$ cat src/rtl/aes_pkg.sv
// Shared constants and FSM encoding for the AES core arbiter.
package aes_pkg;

  localparam int AES_BLOCK_W  = 128;

  localparam int KEY_SIZE_128 = 128;
  localparam int KEY_SIZE_192 = 192;
  localparam int KEY_SIZE_256 = 256;

  typedef enum logic [1:0] {
    ST_IDLE  = 2'd0,
    ST_ISSUE = 2'd1,
    ST_WAIT  = 2'd2,
    ST_RESP  = 2'd3
  } arb_state_e;

endpackage

$ cat src/rtl/rr_arbiter.sv
// Combinational round-robin picker: first requester above last_grant wins,
// wrapping to the lowest index when nothing above it is requesting.
module rr_arbiter #(
  parameter int NUM_REQ = 4,
  parameter int ID_W    = $clog2(NUM_REQ)
) (
  input  logic [NUM_REQ-1:0] req,
  input  logic [ID_W-1:0]    last_grant,
  output logic [NUM_REQ-1:0] grant,
  output logic [ID_W-1:0]    grant_idx,
  output logic               grant_valid
);

  // NOTE: every output of an always_comb block is given a default before any
  // branch, so no path through the block can leave it unassigned and infer a latch.
  always_comb begin
    grant       = '0;
    grant_idx   = '0;
    grant_valid = 1'b0;
    // Upper segment first (strictly above last_grant), then the wrapped lower one.
    for (int k = 0; k < NUM_REQ; k++) begin
      if (!grant_valid && req[k] && (k > int'(last_grant))) begin
        grant[k]    = 1'b1;
        grant_idx   = ID_W'(k);
        grant_valid = 1'b1;
      end
    end
    for (int k = 0; k < NUM_REQ; k++) begin
      if (!grant_valid && req[k] && (k <= int'(last_grant))) begin
        grant[k]    = 1'b1;
        grant_idx   = ID_W'(k);
        grant_valid = 1'b1;
      end
    end
  end

endmodule

$ cat src/rtl/aes_core_arbiter.sv
// Round-robin scheduler sharing one external AESCore among NUM_REQ requesters.
// Define AES_ARB_TIMEOUT_EN to build the watchdog that aborts a hung core.
module aes_core_arbiter
  import aes_pkg::*;
#(
  parameter int NUM_REQ        = 4,
  parameter int KEY_SIZE       = KEY_SIZE_128,
  parameter int ID_W           = $clog2(NUM_REQ),
  parameter int TIMEOUT_CYCLES = 1024
) (
  input  logic                            iClk,
  input  logic                            iRst,
  input  logic [NUM_REQ-1:0]              iReqValid,
  input  logic [NUM_REQ*AES_BLOCK_W-1:0]  iReqPlaintext,
  input  logic [NUM_REQ*KEY_SIZE-1:0]     iReqKey,
  output logic [NUM_REQ-1:0]              oReqReady,
  output logic                            oRspValid,
  output logic [ID_W-1:0]                 oRspId,
  output logic [AES_BLOCK_W-1:0]          oRspCiphertext,
  output logic                            oRspError,
  input  logic                            iRspReady,
  output logic                            oCoreStart,
  output logic [AES_BLOCK_W-1:0]          oCorePlaintext,
  output logic [KEY_SIZE-1:0]             oCoreKey,
  input  logic [AES_BLOCK_W-1:0]          iCoreCiphertext,
  input  logic                            iCoreDone
);

  arb_state_e             state;
  arb_state_e             state_next;
  logic [ID_W-1:0]        last_grant;
  logic [ID_W-1:0]        cur_id;
  logic [AES_BLOCK_W-1:0] pt_hold;
  logic [KEY_SIZE-1:0]    key_hold;
  logic [AES_BLOCK_W-1:0] rsp_ct;
  logic [AES_BLOCK_W-1:0] sel_pt;
  logic [KEY_SIZE-1:0]    sel_key;
  logic [NUM_REQ-1:0]     grant;
  logic [ID_W-1:0]        grant_idx;
  logic                   grant_valid;
  logic                   accept;
  logic                   timeout;

  rr_arbiter #(
    .NUM_REQ (NUM_REQ),
    .ID_W    (ID_W)
  ) u_rr (
    .req         (iReqValid),
    .last_grant  (last_grant),
    .grant       (grant),
    .grant_idx   (grant_idx),
    .grant_valid (grant_valid)
  );

  // Ready doubles as the accept strobe, so it must stay low while reset wins the edge.
  assign accept = (state == ST_IDLE) && grant_valid && !iRst;

  always_comb begin
    sel_pt  = '0;
    sel_key = '0;
    for (int k = 0; k < NUM_REQ; k++) begin
      if (grant[k]) begin
        sel_pt  = iReqPlaintext[k*AES_BLOCK_W +: AES_BLOCK_W];
        sel_key = iReqKey[k*KEY_SIZE +: KEY_SIZE];
      end
    end
  end

  // NOTE: registers are written with non-blocking assignments so every flop
  // samples pre-edge values regardless of process evaluation order.
  always_ff @(posedge iClk) begin
    if (iRst) state <= ST_IDLE;
    else      state <= state_next;
  end

  always_comb begin
    state_next = state;
    case (state)
      ST_IDLE:  if (grant_valid)           state_next = ST_ISSUE;
      ST_ISSUE:                            state_next = ST_WAIT;
      ST_WAIT:  if (iCoreDone || timeout)  state_next = ST_RESP;
      ST_RESP:  if (iRspReady)             state_next = ST_IDLE;
      default:                             state_next = ST_IDLE;
    endcase
  end

  always_ff @(posedge iClk) begin
    if (iRst) begin
      last_grant <= ID_W'(NUM_REQ - 1);
      cur_id     <= '0;
      pt_hold    <= '0;
      key_hold   <= '0;
      rsp_ct     <= '0;
    end else begin
      if (accept) begin
        last_grant <= grant_idx;
        cur_id     <= grant_idx;
        pt_hold    <= sel_pt;
        key_hold   <= sel_key;
      end
      if (state == ST_WAIT) begin
        if (iCoreDone)    rsp_ct <= iCoreCiphertext;
        else if (timeout) rsp_ct <= '0;
      end
    end
  end

`ifdef AES_ARB_TIMEOUT_EN
  localparam logic [31:0] WD_LAST = 32'(TIMEOUT_CYCLES - 1);

  logic [31:0] wd_cnt;
  logic        rsp_err;

  // wd_cnt holds the number of WAIT cycles already completed.
  assign timeout = (state == ST_WAIT) && !iCoreDone && (wd_cnt == WD_LAST);

  always_ff @(posedge iClk) begin
    if (iRst) begin
      wd_cnt  <= '0;
      rsp_err <= 1'b0;
    end else begin
      if (state == ST_ISSUE) begin
        wd_cnt  <= '0;
        rsp_err <= 1'b0;
      end else if (state == ST_WAIT) begin
        wd_cnt <= wd_cnt + 32'd1;
        if (timeout) rsp_err <= 1'b1;
      end
    end
  end

  assign oRspError = rsp_err;
`else
  logic unused_timeout_cfg;
  assign unused_timeout_cfg = ^32'(TIMEOUT_CYCLES);
  assign timeout   = 1'b0;
  assign oRspError = 1'b0;
`endif

  assign oReqReady      = {NUM_REQ{accept}} & grant;
  assign oCoreStart     = (state == ST_ISSUE);
  assign oRspValid      = (state == ST_RESP);
  assign oRspId         = cur_id;
  assign oRspCiphertext = rsp_ct;
  assign oCorePlaintext = pt_hold;
  assign oCoreKey       = key_hold;

endmodule

$ cat config.mk
export PLATFORM = sky130hd
export DESIGN_NAME = aes_core_arbiter
export DESIGN_NICKNAME = d
export VERILOG_FILES = /design/src/rtl/aes_pkg.sv /design/src/rtl/rr_arbiter.sv /design/src/rtl/aes_core_arbiter.sv
export SDC_FILE = /design/constraint.sdc
export NUM_CORES = 1
export LEC_CHECK = 0
export ABC_AREA = 1
export CORE_AREA = 2 2 608 610
export DETAILED_ROUTE_END_ITERATION = 8
export DIE_AREA = 0 0 610 612
export GPL_TIMING_DRIVEN = 0
export REMOVE_ABC_BUFFERS = 1
export SYNTH_ARGS = -nofsm -noshare
export SYNTH_HDL_FRONTEND = slang
export SYNTH_SLANG_ARGS = --single-unit
export TNS_END_PERCENT = 100
$ cat constraint.sdc
create_clock -name iClk -period 2.3 [get_ports iClk]
set_input_delay 0.46 -clock iClk [delete_from_list [all_inputs] [get_ports iClk]]
set_output_delay 0.46 -clock iClk [all_outputs]
set_load 0.02 [all_outputs]
### Yosys cells after proc, flatten, opt, wreduce, memory -nomap -nowiden

Cells that the tools add are included.

* reduce and logical (&&, ||, !) cells: 24
* multiplexer cells: 32
* equality and inequality tests: 6
* $lt $le $gt $ge: 6
* bitwise logic cells: 1

Operator list (number)
* 2-to-1 mux 128 bit: 8
* 2-to-1 mux 2 bit: 9
* logical AND 1 bit: 14
* 2-to-1 mux 1 bit: 14
* case mux 2 bit (4 select lines): 1
* logical NOT 1 bit: 7
* bitwise AND 4 bit: 1
* equality test 2 bit, second input constant: 2
* > comparator 2 bit, first input constant: 2
* less-or-equal comparator 2 bit, first input constant: 2
* != test 2 bit, second input constant: 2
* AND reduction 3 bit: 1
* equality test 2 x 1 -> 1 bit, second input constant: 1
* > comparator 1 x 2 -> 1 bit, first input constant: 1
* less-or-equal comparator 1 x 2 -> 1 bit, first input constant: 1
* logical NOT 2 bit: 1
* != test 2 x 1 -> 1 bit, second input constant: 1
* AND reduction 2 bit: 1

* bits in registers: 390
* input port bits: 1160
* word-level logic and storage cells: 75
* output and inout port bits: 393

### Depth between registers and ports, before layout

* depth in word-level cells: 29
* gate-level depth with buffers: 12
* mapped depth without buffers: 10

### Cells and area by module

A second synthesis with hierarchy kept.

* cells, all modules: 4516
* area, all modules: 24612.4 sq um

Modules (own cells, without submodules)
* aes_core_arbiter: area each 24463.5 sq um, instances 1, cells each 4488, sequential area each 7807.5 sq um
* rr_arbiter: area each 148.9 sq um, instances 1, cells each 28, sequential area each 0.0 sq um

### Worst setup path after synthesis

Ideal clock, no wire load.

* kind: input to output
* from: input port iReqValid[1]
* to: output port oReqReady[2]
* buffers on the path: 2
* data required time: 1840 ps
* stages: 8
* arrival: 1552 ps
* path slack: 288 ps
* cells stage by stage: nand3_1 > nand3_2 > nor2_2 > nand4_1 > nand3_1 > buf_2 > buf_2 > a21oi_1

* longest elaborated chain between the ends: 28
* elaborated cells between the ends (all ways): 30
* those cells by class: mux (9); bitwise (1); reduce/logical (20)

RTL lines
* start: declaration: RTL line aes_core_arbiter.sv:13 `input logic [NUM_REQ-1:0] iReqValid,`
* logical AND 1 bit: RTL line rr_arbiter.sv:22 `if (!grant_valid && req[k] && (k > int'(last_grant))) begin`
* 2-to-1 mux 1 bit: RTL line rr_arbiter.sv:22
* logical NOT 1 bit: RTL line rr_arbiter.sv:22
* logical AND 1 bit (2 in a row): RTL line rr_arbiter.sv:22
* 2-to-1 mux 1 bit: RTL line rr_arbiter.sv:22
* logical NOT 1 bit: RTL line rr_arbiter.sv:22
* logical AND 1 bit (2 in a row): RTL line rr_arbiter.sv:22
* 2-to-1 mux 1 bit: RTL line rr_arbiter.sv:22
* [... 7 more ...]
* logical NOT 1 bit: RTL line rr_arbiter.sv:29 `if (!grant_valid && req[k] && (k <= int'(last_grant))) begin`
* logical AND 1 bit (2 in a row): RTL line rr_arbiter.sv:29
* 2-to-1 mux 1 bit: RTL line rr_arbiter.sv:29
* logical NOT 1 bit: RTL line rr_arbiter.sv:29
* logical AND 1 bit (2 in a row): RTL line rr_arbiter.sv:29
* 2-to-1 mux 1 bit: RTL line rr_arbiter.sv:29
* logical AND 1 bit (2 in a row): RTL line aes_core_arbiter.sv:56 `assign accept = (state == ST_IDLE) && grant_valid && !iRst;`
* bitwise AND 4 bit (*): RTL line aes_core_arbiter.sv:140 `assign oReqReady = {NUM_REQ{accept}} & grant;`
* end: declaration: RTL line aes_core_arbiter.sv:16 `output logic [NUM_REQ-1:0] oReqReady,`

Every way passes the cells marked *; elsewhere a longest branch is shown, timed or not.

### Worst setup path after layout

* from: register last_grant[1]
* to: output port oReqReady[3]

* longest elaborated chain between the ends: 29
* elaborated cells between the ends (all ways): 36
* those cells by class: order compare (6); mux (9); bitwise (1); reduce/logical (20)

RTL lines
* start: declaration: RTL line aes_core_arbiter.sv:31 `logic [ID_W-1:0] last_grant;`
* start signal: assignment: RTL line aes_core_arbiter.sv:89 `last_grant <= ID_W'(NUM_REQ - 1);`
* start signal: assignment: RTL line aes_core_arbiter.sv:96 `last_grant <= grant_idx;`
* > comparator 1 x 2 -> 1 bit: RTL line rr_arbiter.sv:22
* logical AND 1 bit: RTL line rr_arbiter.sv:22
* 2-to-1 mux 1 bit: RTL line rr_arbiter.sv:22
* logical NOT 1 bit: RTL line rr_arbiter.sv:22
* logical AND 1 bit (2 in a row): RTL line rr_arbiter.sv:22
* 2-to-1 mux 1 bit: RTL line rr_arbiter.sv:22
* logical NOT 1 bit: RTL line rr_arbiter.sv:22
* logical AND 1 bit (2 in a row): RTL line rr_arbiter.sv:22
* [... 8 more ...]
* logical NOT 1 bit: RTL line rr_arbiter.sv:29
* logical AND 1 bit (2 in a row): RTL line rr_arbiter.sv:29
* 2-to-1 mux 1 bit: RTL line rr_arbiter.sv:29
* logical NOT 1 bit: RTL line rr_arbiter.sv:29
* logical AND 1 bit (2 in a row): RTL line rr_arbiter.sv:29
* 2-to-1 mux 1 bit: RTL line rr_arbiter.sv:29
* logical AND 1 bit (2 in a row): RTL line aes_core_arbiter.sv:56
* bitwise AND 4 bit (*): RTL line aes_core_arbiter.sv:140

Marks and branches as above.

==> impl_metrics.csv <==
group,metric,value,unit
clocking,cts_root_buffer,"clkbuf_16",
synth,syn_inst,3943,
synth,synth.avg_cell_area,5.66,um^2
synth,synth_top_family_by_area,"simple AND/OR/NAND/NOR gates",
critical_path,r2r_slack,-580,ps
floorplanning,dieArea,0.373,mm^2
min_path,holdPathEnd,"oCoreKey[119]",
global_route,grt_max_degree,101,
sta,hold_viol_final,0,
place,hpwl,261000,um
clocking,cts_sinks,390,
sta,rsz0062_at_grt,"true",
global_route,grt_first_pass_wirelength,407000,um
power_and_ir_drop,clkPwrFrac,20.0,%
global_route,first_global_vias,30700,
detailed_routing,wl_per_cell,33.3,um
power_and_ir_drop,powerDensity,991,mW/mm^2
run_status,status,"finished, violations left",
clocking,clockBufferDepth,3,
place,port_buffers,1551,
sta,finalCritPeriodShare,133,%
critical_path,cp-start-kind,"flip-flop",
sta,worst_pin_slew,960,ps
sta,slew_headroom,35.9,%
sta,layout_setup_ws,-749,ps
min_path,min_path_type,"input pin to flip-flop",
sta,whs,85.2,ps
synth,synthSimpleGateAreaFrac,40.3,%
final_layout,seq_area,0.00781,mm^2
critical_path,cp-end-kind,"primary output",
synth,synth_cell_types,23,
run_status,violations,"setup timing",
floorplanning,io-pin-count,1553,
synth,synth.area.mux_share,0,%
synth,ys_seq_area_share,35.0,%
final_layout,areaGrowthSynthToFinish,143,%
critical_path,crit_path_max_fanout,3,
clocking,numCtsBuffers,61,
detailed_routing,ant_nets,0,
floorplanning,die_x,610,um
floorplanning,placementRows,223,
final_layout,nets,6785,
power_and_ir_drop,sw_frac_of_total,50.0,%
global_route,grt.overflow.total,0,
global_route,antenna_found_initial,280,
detailed_routing,vias_per_cell,3.22,
synth,synthXorXnorAreaFrac,0,%
detailed_routing,first_pass_iters,5,
critical_path,r2r_cells,21,
synth,syn_area,0.0223,mm^2
place,place_ws,-2500,ps
final_layout,fillers,42100,
final_layout,final_cell_mix,"1212 x clkdlybuf4s50_1, 912 x nor2_1, 830 x nand2_1",
min_path,hp-start,"iRst",
detailed_routing,first_iter_violations,2785,
final_layout,drive_above_1_share,18.1,%
global_route,grt_usage,17.7,%
power_and_ir_drop,power_frac_comb,63.4,%
detailed_routing,wl,352000,um
run,maxCapViolations,0,
clocking,cts.clk_slew.worst_paths,70,ps
power_and_ir_drop,ir_worst_vdd,0.668,mV
detailed_routing,num_vias,34000,
sta,min_period,3050,ps
final_layout,multiInputGateArea,0.0141,mm^2
final_layout,final_common_cell,"clkdlybuf4s50_1",
synth,yosys_register_bits,390,
critical_path,critical_path_class,"flip-flop to primary output",
critical_path,arrival,2590,ps
power_and_ir_drop,power.internal,26.8,mW
final_layout,final_cell_area,0.0542,mm^2
synth,yosysWarnings,0,
clocking,clkLatencyLatePin,810,ps
critical_path,reg2reg_from,"last_grant[1]",
critical_path,worst_ep_required_time,1840,ps
place,gp_congestion,0.911,
sta,finalMaxSlewViolations,0,
floorplanning,die_y,612,um
min_path,min_delay_path_depth,2,
power_and_ir_drop,power,53.7,mW
floorplanning,start_util,6.08,%
sta,fmax,328,MHz
sta,fin_skew,89.6,ps
clocking,cts_tree,"done",
critical_path,regToRegEndpoint,"oCoreKey[35]",
power_and_ir_drop,power.net_switching,26.9,mW
sta,setup_viol,264,
floorplanning,coreArea,0.367,mm^2
synth,synth_adder_area_share,0.280,%
detailed_routing,drc,0,
clocking,cts_max_level,2,
power_and_ir_drop,seqPwrFrac,16.6,%
power_and_ir_drop,p_leak,26.2,nW
synth,synth_compound_area_share,9.82,%
place,dpl_cell_area,0.0440,mm^2
[worst max-delay path, stage by stage, from the launching register on]
cell and delay (ps):
dfxtp_4 400, nand2_4 70, nand2_4 80, nand3_4 80, nor2_4 120, nand4_1 120
buf_6 160, nand2_8 80, buf_16 150, inv_16 40, buf_16 140, nor2_4 130
buf_6 140
[metal layers]
metal  share of wire (%)  GRT usage, %  vias to the layer above
met5                0.20             0                        -
met4                 5.0          6.48                      108
met3                  17          13.0                      773
met2                  44          28.4                     2036
met1                  34          17.5                    15800
li1                    -             -                    15400
[per-stage QoR]
step	utilization (%)	setup TNS, ps	cells
detailed placement	12.0	-564560	10100
CTS	13.8	-187960	10400
global placement	11.6	-	10100
finish	14.8	-103110	10600
global route	14.7	-124330	10600
floorplan	-	-1416640	3699
[cells in the mapped netlist]
cell	number	area share, %
buf_2	114	2.6
inv_2	4	0.067
a41oi_2	1	0.073
dfxtp_1	390	35
o21ai_1	1	0.022
buf_4	14	0.47
nor3_1	2	0.045
nand3_2	1	0.045
o211ai_1	1	0.034
nor2_2	1	0.028
o21ai_0	129	2.9
nand2_2	3	0.084
a21oi_1	303	6.8
nor2_1	1030	17
nand3_1	264	5.9
buf_1	16	0.27
ha_1	5	0.28
buf_6	2	0.10
nand4_1	4	0.11
inv_1	565	9.5
nand2_1	994	17
clkbuf_1	98	1.6
conb_1	1	0.017
[what timing repair did]
action | 4_1_cts | 5_1_grt
endpoints found under the setup margin | 719 | 661
pin swaps | 80 | 274
hold buffers | 3 | 0
cloned | 79 | 23
resized for setup | 471 | 974
setup buffers | 119 | 57
hold endpoints to repair | 13 | 0
[power groups by stage]
stage / logic, mW / clock network (mW) / registers, mW
after floorplan: 6.96 / 0 / 10.5
after global placement: 16.3 / 0 / 8.41
after detailed placement: 23.7 / 0 / 9.06
after CTS: 31.5 / 11.3 / 8.96
after global routing: 36.0 / 11.4 / 9.10
final: 34.0 / 10.7 / 8.94
[state kept, by name, summed over array words and instances, names as in the netlist]
| name | cells |
|---|---|
| oCorePlaintext | 128 |
| last_grant | 2 |
| oRspCiphertext | 128 |
| oCoreKey | 128 |
| state | 2 |
| oRspId | 2 |
[how the worst max path moves through the flow]
| stage | slack (ps) | endpoint | cells after the start | start |
|---|---|---|---|---|
| 6_report | -750 | oReqReady[3] | 12 | last_grant[1] |
| 5_1_grt | -890 | oReqReady[3] | 12 | last_grant[1] |
| 4_1_cts | -830 | oReqReady[3] | 12 | last_grant[1] |
| 3_5_place_dp | -2500 | oCorePlaintext[124] | 12 | iRst |
| 3_3_place_gp | -34820 | oCorePlaintext[124] | 6 | iRst |
| 2_1_floorplan | -5470 | last_grant[0] | 5 | iReqValid[2] |
[logic make-up (layout without fill, tap and decap cells)]
group | Yosys count | in the layout
AND/OR/NAND/NOR | 2299 | 2307
adder cells (fa/ha/maj) | 5 | 5
flip-flops | 390 | 390
AO/OA/AOI/OAI | 435 | 435
buffers and inverters | 813 | 2528
other | 1 | 64
[cell type report]
cell class | instances | area share, %
timing repair buffer | 1846 | 40.0
clock buffer | 74 | 3.06
inverter | 569 | 4.06
clock inverter | 35 | 0.965
sequential | 390 | 14.4
multi-input combinational | 2748 | 26.0
tap | 4837 | 11.2
antenna | 63 | 0.291
timing repair inverter | 4 | 0.0831
Power figures use the tool's default switching activity.
